File: config.mk
export PLATFORM = sky130hd
export DESIGN_NAME = univ_shift_reg
export DESIGN_NICKNAME = d
export VERILOG_FILES = /design/src/rtl/usr_pkg.sv /design/src/rtl/usr_step.sv /design/src/rtl/univ_shift_reg.sv
export SDC_FILE = /design/constraint.sdc
export NUM_CORES = 1
export LEC_CHECK = 0
export ABC_AREA = 1
export CAP_MARGIN = 20
export CORE_ASPECT_RATIO = 0.75
export CORE_MARGIN = 3
export CORE_UTILIZATION = 56
export DETAILED_ROUTE_END_ITERATION = 16
export DONT_BUFFER_PORTS = 1
export PLACE_DENSITY_LB_ADDON = 0.3
export SLEW_MARGIN = 10
export SYNTH_ARGS = -nofsm -noshare
export SYNTH_HDL_FRONTEND = slang
export SYNTH_SLANG_ARGS = --single-unit
File: constraint.sdc
create_clock -name clk -period 1.5 [get_ports clk]
set_clock_uncertainty 0.2 [all_clocks]
set_input_delay 0.225 -clock clk [delete_from_list [all_inputs] [get_ports clk]]
set_output_delay 0.225 -clock clk [all_outputs]
set_load 0.02 [all_outputs]
File: src/rtl/usr_pkg.sv
// Shared types for the universal shift register: op codes and FSM states.
package usr_pkg;

  typedef enum logic [2:0] {
    OP_HOLD  = 3'd0,
    OP_LOAD  = 3'd1,
    OP_CLEAR = 3'd2,
    OP_SHL   = 3'd3,
    OP_SHR   = 3'd4,
    OP_ROTL  = 3'd5,
    OP_ROTR  = 3'd6,
    OP_ASHR  = 3'd7
  } op_t;

  typedef enum logic {
    IDLE  = 1'b0,
    SHIFT = 1'b1
  } state_t;

  // Shift/rotate ops run as multi-cycle bursts; the rest complete in one edge.
  function automatic logic is_shift_op(input op_t op);
    return (op == OP_SHL) || (op == OP_SHR) || (op == OP_ROTL) ||
           (op == OP_ROTR) || (op == OP_ASHR);
  endfunction

endpackage

File: src/rtl/usr_step.sv
// One combinational shift/rotate step of the register, plus the bit pushed out.
module usr_step
  import usr_pkg::*;
#(
  parameter int WIDTH = 8
) (
  input  op_t              op,
  input  logic [WIDTH-1:0] q,
  input  logic             serial_in,
  output logic [WIDTH-1:0] q_next,
  output logic             out_bit
);

  // Compute next contents and the outgoing bit for a single step.
  always_comb begin
    q_next  = q;
    out_bit = 1'b0;
    case (op)
      OP_SHL: begin
        q_next  = {q[WIDTH-2:0], serial_in};
        out_bit = q[WIDTH-1];
      end
      OP_SHR: begin
        q_next  = {serial_in, q[WIDTH-1:1]};
        out_bit = q[0];
      end
      OP_ROTL: begin
        q_next  = {q[WIDTH-2:0], q[WIDTH-1]};
        out_bit = q[WIDTH-1];
      end
      OP_ROTR: begin
        q_next  = {q[0], q[WIDTH-1:1]};
        out_bit = q[0];
      end
      OP_ASHR: begin
        q_next  = {q[WIDTH-1], q[WIDTH-1:1]};
        out_bit = q[0];
      end
      default: begin
        q_next  = q;
        out_bit = 1'b0;
      end
    endcase
  end

endmodule

File: src/rtl/univ_shift_reg.sv
// Universal shift register: hold/load/clear in one edge, shift/rotate bursts
// of shamt steps under a valid/busy/done handshake.
module univ_shift_reg
  import usr_pkg::*;
#(
  parameter int               WIDTH     = 8,
  parameter logic [WIDTH-1:0] RESET_VAL = {WIDTH{1'b0}},
  parameter int               SHAMT_W   = $clog2(WIDTH) + 1
) (
  input  logic               clk,
  input  logic               rst,
  input  logic               op_valid,
  input  logic [2:0]         op,
  input  logic [SHAMT_W-1:0] shamt,
  input  logic [WIDTH-1:0]   d,
  input  logic               serial_in,
  output logic [WIDTH-1:0]   q,
  output logic               shift_out,
  output logic               busy,
  output logic               done
);

  state_t             state_q, state_d;
  op_t                op_q, op_d;
  logic [SHAMT_W-1:0] cnt_q, cnt_d;
  logic [WIDTH-1:0]   q_q, q_d;
  logic               so_q, so_d;
  logic               busy_q, busy_d;
  logic               done_q, done_d;

  op_t                op_in;
  op_t                step_op;
  logic [WIDTH-1:0]   step_q;
  logic               step_out;

  assign op_in   = op_t'(op);
  // In IDLE the stepper sees the incoming op; during a burst, the latched one.
  assign step_op = (state_q == IDLE) ? op_in : op_q;

  usr_step #(.WIDTH(WIDTH)) u_step (
    .op        (step_op),
    .q         (q_q),
    .serial_in (serial_in),
    .q_next    (step_q),
    .out_bit   (step_out)
  );

  // Next-state logic: accept requests in IDLE, advance one step per edge in SHIFT.
  always_comb begin
    state_d = state_q;
    op_d    = op_q;
    cnt_d   = cnt_q;
    q_d     = q_q;
    so_d    = so_q;
    busy_d  = busy_q;
    done_d  = 1'b0;
    case (state_q)
      IDLE: begin
        if (op_valid) begin
          if (is_shift_op(op_in)) begin
            if (shamt != '0) begin
              op_d    = op_in;
              cnt_d   = shamt;
              state_d = SHIFT;
              busy_d  = 1'b1;
            end else begin
              // Zero-step shift completes immediately with q untouched.
              done_d = 1'b1;
            end
          end else begin
            if (op_in == OP_LOAD) begin
              q_d = d;
            end else if (op_in == OP_CLEAR) begin
              q_d = '0;
            end
            done_d = 1'b1;
          end
        end
      end
      SHIFT: begin
        q_d   = step_q;
        so_d  = step_out;
        cnt_d = cnt_q - SHAMT_W'(1);
        if (cnt_q == SHAMT_W'(1)) begin
          state_d = IDLE;
          busy_d  = 1'b0;
          done_d  = 1'b1;
        end
      end
      default: begin
        state_d = IDLE;
        busy_d  = 1'b0;
      end
    endcase
  end

  // State and output registers; reset overrides any burst in progress.
  always_ff @(posedge clk) begin
    if (rst) begin
      state_q <= IDLE;
      op_q    <= OP_HOLD;
      cnt_q   <= '0;
      q_q     <= RESET_VAL;
      so_q    <= 1'b0;
      busy_q  <= 1'b0;
      done_q  <= 1'b0;
    end else begin
      state_q <= state_d;
      op_q    <= op_d;
      cnt_q   <= cnt_d;
      q_q     <= q_d;
      so_q    <= so_d;
      busy_q  <= busy_d;
      done_q  <= done_d;
    end
  end

  assign q         = q_q;
  assign shift_out = so_q;
  assign busy      = busy_q;
  assign done      = done_q;

endmodule
---- Word-level counts from Yosys, hierarchy flattened ----
Cells that the tools add are included.
operators by class
  add/subtract/negate cells ............... 1
  equal/unequal tests ..................... 22
  muxes and demuxes ....................... 27
  bitwise operators ....................... 1
  reduce and logical (&&, ||, !) cells .... 12
operators by type and width
  operator               count
  $pmux W8 S5            1
  $mux W8                4
  $eq A3 B3 Y1 const B   8
  $pmux W8 S2            1
  $mux W1                12
  $mux W4                3
  $reduce_and A4 Y1      3
  $eq A3 B2 Y1 const B   3
  $pmux W1 S2            4
  $pmux W4 S2            1
  $ne A2 B1 Y1 const B   3
  $ne A2 B2 Y1 const B   3
  $ne A6 B1 Y1 const B   1
  $ne A5 B1 Y1 const B   1
  $reduce_and A5 Y1      1
  $eq A4 B1 Y1 const B   1
  $logic_or A1 B1 Y1     4
  $reduce_bool A4 Y1     1
  $sub A4 B1 Y4 const B  1
  $eq A3 B1 Y1 const B   1
  $mux W3                1
  $ne A3 B1 Y1 const B   1
  $reduce_and A3 Y1      1
  $reduce_or A3 Y1       1
  2 further kinds        2
word-level totals
  flip-flop bits (word level) ............. 19
  bits of input ports ..................... 19
  output and inout port bits .............. 11

---- Longest topological paths before layout ----
  depth after elaboration ................. 8
  depth in mapped cells ................... 11

---- Cells and area by module ----
A second synthesis with hierarchy kept.
second synthesis, totals
  cell total of the unflattened synthesis .. 208
  area total of the unflattened synthesis .. 1327.5 µm²
modules (own cells, without submodules)
  module          instances  cells an instance  area an instance (µm²)  seq. area each (µm²)
  univ_shift_reg  1          150                1046.0                  380.4
  usr_step        1          58                 281.5                   0.0

---- Worst setup path after synthesis ----
No wires, ideal clock.
  kind .................................... reg-to-reg
  start ................................... reg state_q
  end ..................................... reg q_q[2], in the netlist q[2]
  setup time .............................. 113 ps
  arrival ................................. 1167 ps
  required time ........................... 1187 ps
  path slack .............................. 20 ps
  stages on the path, launching flop included .. 10
  cells stage by stage .................... dfxtp_1 -> buf_6 -> nand2_1 -> nand2_2 -> nand2_2 -> buf_6 -> a21oi_1 -> nor2_1 -> nor2_1 -> nor2_1
between the ends
  longest elaborated chain between the ends .. 4
RTL lines
  element                                           line                   RTL
  start: declaration                                univ_shift_reg.sv:23   state_t state_q, state_d;
  start signal: assignment                          univ_shift_reg.sv:108  state_q <= state_d;
  $mux W3                                           univ_shift_reg.sv:38   assign step_op = (state_q == IDLE) ? op_in : op_q;
  $eq A3 B3 Y1 or $eq A3 B2 Y1 (tied branches)      usr_step.sv:18         case (op)
  $pmux W8 S5 or $ne A6 B1 Y1 (tied branches)       -
  $pmux W8 S2 or $reduce_and A4 Y1 (tied branches)  -
  end signal: assignment                            univ_shift_reg.sv:111  q_q <= q_d;
  end: declaration                                  univ_shift_reg.sv:26   logic [WIDTH-1:0] q_q, q_d;
Several ways; a longest one is shown, not always the timed one.
A chain may end at the register's enable or synchronous reset.

---- Final worst setup path ----
  start ................................... reg state_q
  end ..................................... reg q_q[0], in the netlist q[0]
The elaborated chain is that of the path after synthesis.

==> reports/metrics.cfg <==
[clock_network]
tritoncts = done
worst_setup_hold_path_clk_slew_ns = 0.11
clockRootBuffer = sky130_fd_sc_hd__clkbuf_4
clock_path_buffers = 2
later_pin_clock_latency_in_the_skew_report_ns = 0.31
h-tree-depth = 1
cts_made_buffers = 3
numClockSinks = 19

[place]
dpl_worst_slack_ns = -0.0943
post-place-cells = 247
gp_congestion = 0.873
port_buffers = 0
hpwlAfterDp_um = 2440
postPlaceCellArea_sq_um = 1400

[min_path]
hold_path.class = in -> reg
holdCritStartpoint = op[2]
min_to = q[4]
hold_path_depth = 5

[global_routing]
grt_antenna_before_repair = 0
global_route_usage_sum = 0.277
pin_count_of_the_biggest_net_entering_global_routing = 15
grt_pass1_wl_um = 5960
grt.overflow.total = 0
via_count_of_the_first_global_routing_pass = 1284

[synthesis]
synth_top_area_share = 0.291
synth_cell_types = 22
synth_async_sr_flop_share = 0
ys_seq_elements = 19
synthesis.yosys.warnings = 0
synth-edff-count = 0
mappedNetlistArea_sq_um = 1310
synthFlopType = sky130_fd_sc_hd__dfxtp_1
synthCells = 215
yosysMostFrequentCell = sky130_fd_sc_hd__nand2_1
synth.area.top_cells = sky130_fd_sc_hd__dfxtp_1, sky130_fd_sc_hd__nand2_1, sky130_fd_sc_hd__nor2_1
cell_accounting_for_the_most_synthesized_area = sky130_fd_sc_hd__dfxtp_1
post_synth.cell_area_avg_sq_um = 6.07
synth.yosys.seq_area_share = 0.291
leading_post_synthesis_cells_by_instance_count = sky130_fd_sc_hd__nand2_1, sky130_fd_sc_hd__nor2_1, sky130_fd_sc_hd__inv_1, sky130_fd_sc_hd__dfxtp_1, sky130_fd_sc_hd__a21oi_1
synth_fp_nets = 236

[sta]
setup_ws_post_layout_ns = -0.178
period_needed_ns = 1.68
final_report_max_slew_violation_count = 0
fin_setup_tns_ns = -1.10
maxClockFrequency_ghz = 0.596
worst_pin_slew_ns = 0.495
hold_violations = 0
rsz_0062_raised_after_global_routing = yes
timing.slew.headroom = 0.669
final.hold.worst_slack_ns = 0.0671
share_of_the_clock_period_used_by_the_worst_path_after_layout = 1.12
timing.final.setup_violations = 10

[power]
p_comb_frac = 0.434
fin_total_pwr_mw = 1.58
switchingPower_mw = 0.661
power-per-cell-area_nw_per_um2 = 854
clock_power_share = 0.173
power.share.switching = 0.417
p_leak_nw = 0.842
cell_internal_pwr_mw = 0.922
vdd_ir_drop_max_v = 0.000677
seqPwrFrac = 0.392

[job]
max_cap_viol_count = 0

[final_layout]
diodes = 0
final_layout_size_suffix_gt1_frac = 0.290
fin_nets = 270
final_cell_area_sq_um = 1850
layout.cells.non_filler = 272
syn_to_final_growth_pct = 42.0
final_util = 0.882

[setup_path]
timing.reg2reg.worst_path_depth = 10
r2r_end = q[0]
rr_startpoint = state_q
data_required_time_at_the_worst_endpoint_ns = 1.55
worst_ep_arrival_time_ns = 1.73
critPathMaxFanout = 7
startpoint_type = flip-flop
setup_crit_start = state_q
worst-r2r-setup-slack_ns = -0.18
endpoint_kind = flip-flop
timing_worst_setup_path_type = reg -> reg

[run_status]
status = complete, but fails checks
failed_checks = negative setup slack

[floorplan]
design.core.area_sq_um = 2100
die_height_um = 47.8
design.die.area_sq_um = 2950
start_util = 0.621
die_w_um = 61.7
std_cell_rows = 14
io_pins = 30

[drt]
routed_via_density = 6.48
vias = 1763
drc = 0
wl_per_cell_um = 19.9
route.final.wire_length_um = 5420
drtPass1Iterations = 5
detailedRoute.firstIterationViolations = 295
ant_nets_after_route = 0

==> critical path, cell delays in order, from the launching register on <==
cell and delay, ns:
sky130_fd_sc_hd__dfxtp_4 0.40, sky130_fd_sc_hd__inv_6 0.09, sky130_fd_sc_hd__buf_4 0.19, sky130_fd_sc_hd__nand2_1 0.09
sky130_fd_sc_hd__nand2_1 0.07, sky130_fd_sc_hd__nand2_1 0.09, sky130_fd_sc_hd__nand2_1 0.10, sky130_fd_sc_hd__nand2_1 0.10
sky130_fd_sc_hd__a21oi_2 0.15, sky130_fd_sc_hd__nor2_1 0.06, sky130_fd_sc_hd__nor2_1 0.08
==> area by class of cell <==
cell class	instances	area (sq um)
fillers	95	249
well taps	24	30.0
multi-input cells	164	986
flip-flops and latches	19	384
clock buffers	4	26.3
inverters	27	106
repair buffers	34	320
==> worst max-delay path by stage <==
stage	endpoint	slack, ns	depth (start not counted)
floorplan	q[2]	0.02	9
global placement	q[7]	-0.07	9
detailed placement	q[3]	-0.09	9
CTS	q[3]	-0.01	10
global route	q[2]	-0.27	10
finish	q[0]	-0.18	10
==> per-layer routing <==
layer,global-route usage,part of all wire
met2,0.434,0.42
met1,0.365,0.35
met3,0.0889,0.14
met4,0.0890,0.092
met5,0,0
==> power by group through the flow <==
stage	Sequential [mW]	Combinational, mW	Clock (mW)
after floorplan	0.620	0.322	0
after global placement	0.619	0.412	0
after detailed placement	0.620	0.426	0
after CTS	0.610	0.492	0.273
after global routing	0.624	0.735	0.307
final	0.621	0.688	0.274
==> timing repair <==
item	in CTS	in global routing
buffers inserted	3	1
pin swaps	6	22
resized for setup	9	48
gates cloned	0	1
hold buffers	17	0
setup endpoints to repair	10	14
endpoints found under the hold margin	19	0
==> kinds of logic after synthesis <==
group	count (synthesis)	share of synthesized area
and+or+nand+nor	132	0.455
adders and majority gates	2	0.0192
xor gates and xnor gates	1	0.00671
DFF	19	0.291
buffers and inverters	33	0.110
AOI/OAI and AO/OA	28	0.117
==> sequential cells by signal (all words and copies together), names as in the netlist <==
signal     cells
q              8
busy           1
cnt_q          4
op_q           3
state_q        1
shift_out      1
done           1
==> layout by cell type, fill, tap and decap left out, types with 2 or more instances in the layout <==
| cell | n |
|---|---|
| sky130_fd_sc_hd__nand2_1 | 51 |
| sky130_fd_sc_hd__nor2_1 | 26 |
| sky130_fd_sc_hd__inv_1 | 23 |
| sky130_fd_sc_hd__dfxtp_1 | 18 |
| sky130_fd_sc_hd__dlygate4sd3_1 | 17 |
| sky130_fd_sc_hd__a21oi_1 | 15 |
| sky130_fd_sc_hd__nand2_2 | 13 |
| sky130_fd_sc_hd__nand3_1 | 13 |
| sky130_fd_sc_hd__nand2_4 | 11 |
| sky130_fd_sc_hd__buf_4 | 11 |
| sky130_fd_sc_hd__nand3_2 | 7 |
| sky130_fd_sc_hd__buf_6 | 6 |
| sky130_fd_sc_hd__o21ai_0 | 5 |
| sky130_fd_sc_hd__nor2_2 | 4 |
| sky130_fd_sc_hd__nand2_8 | 4 |
| sky130_fd_sc_hd__inv_2 | 3 |
| sky130_fd_sc_hd__a21oi_2 | 3 |
| sky130_fd_sc_hd__clkbuf_4 | 3 |
| sky130_fd_sc_hd__ha_1 | 2 |
Power figures use the tool's default switching activity.
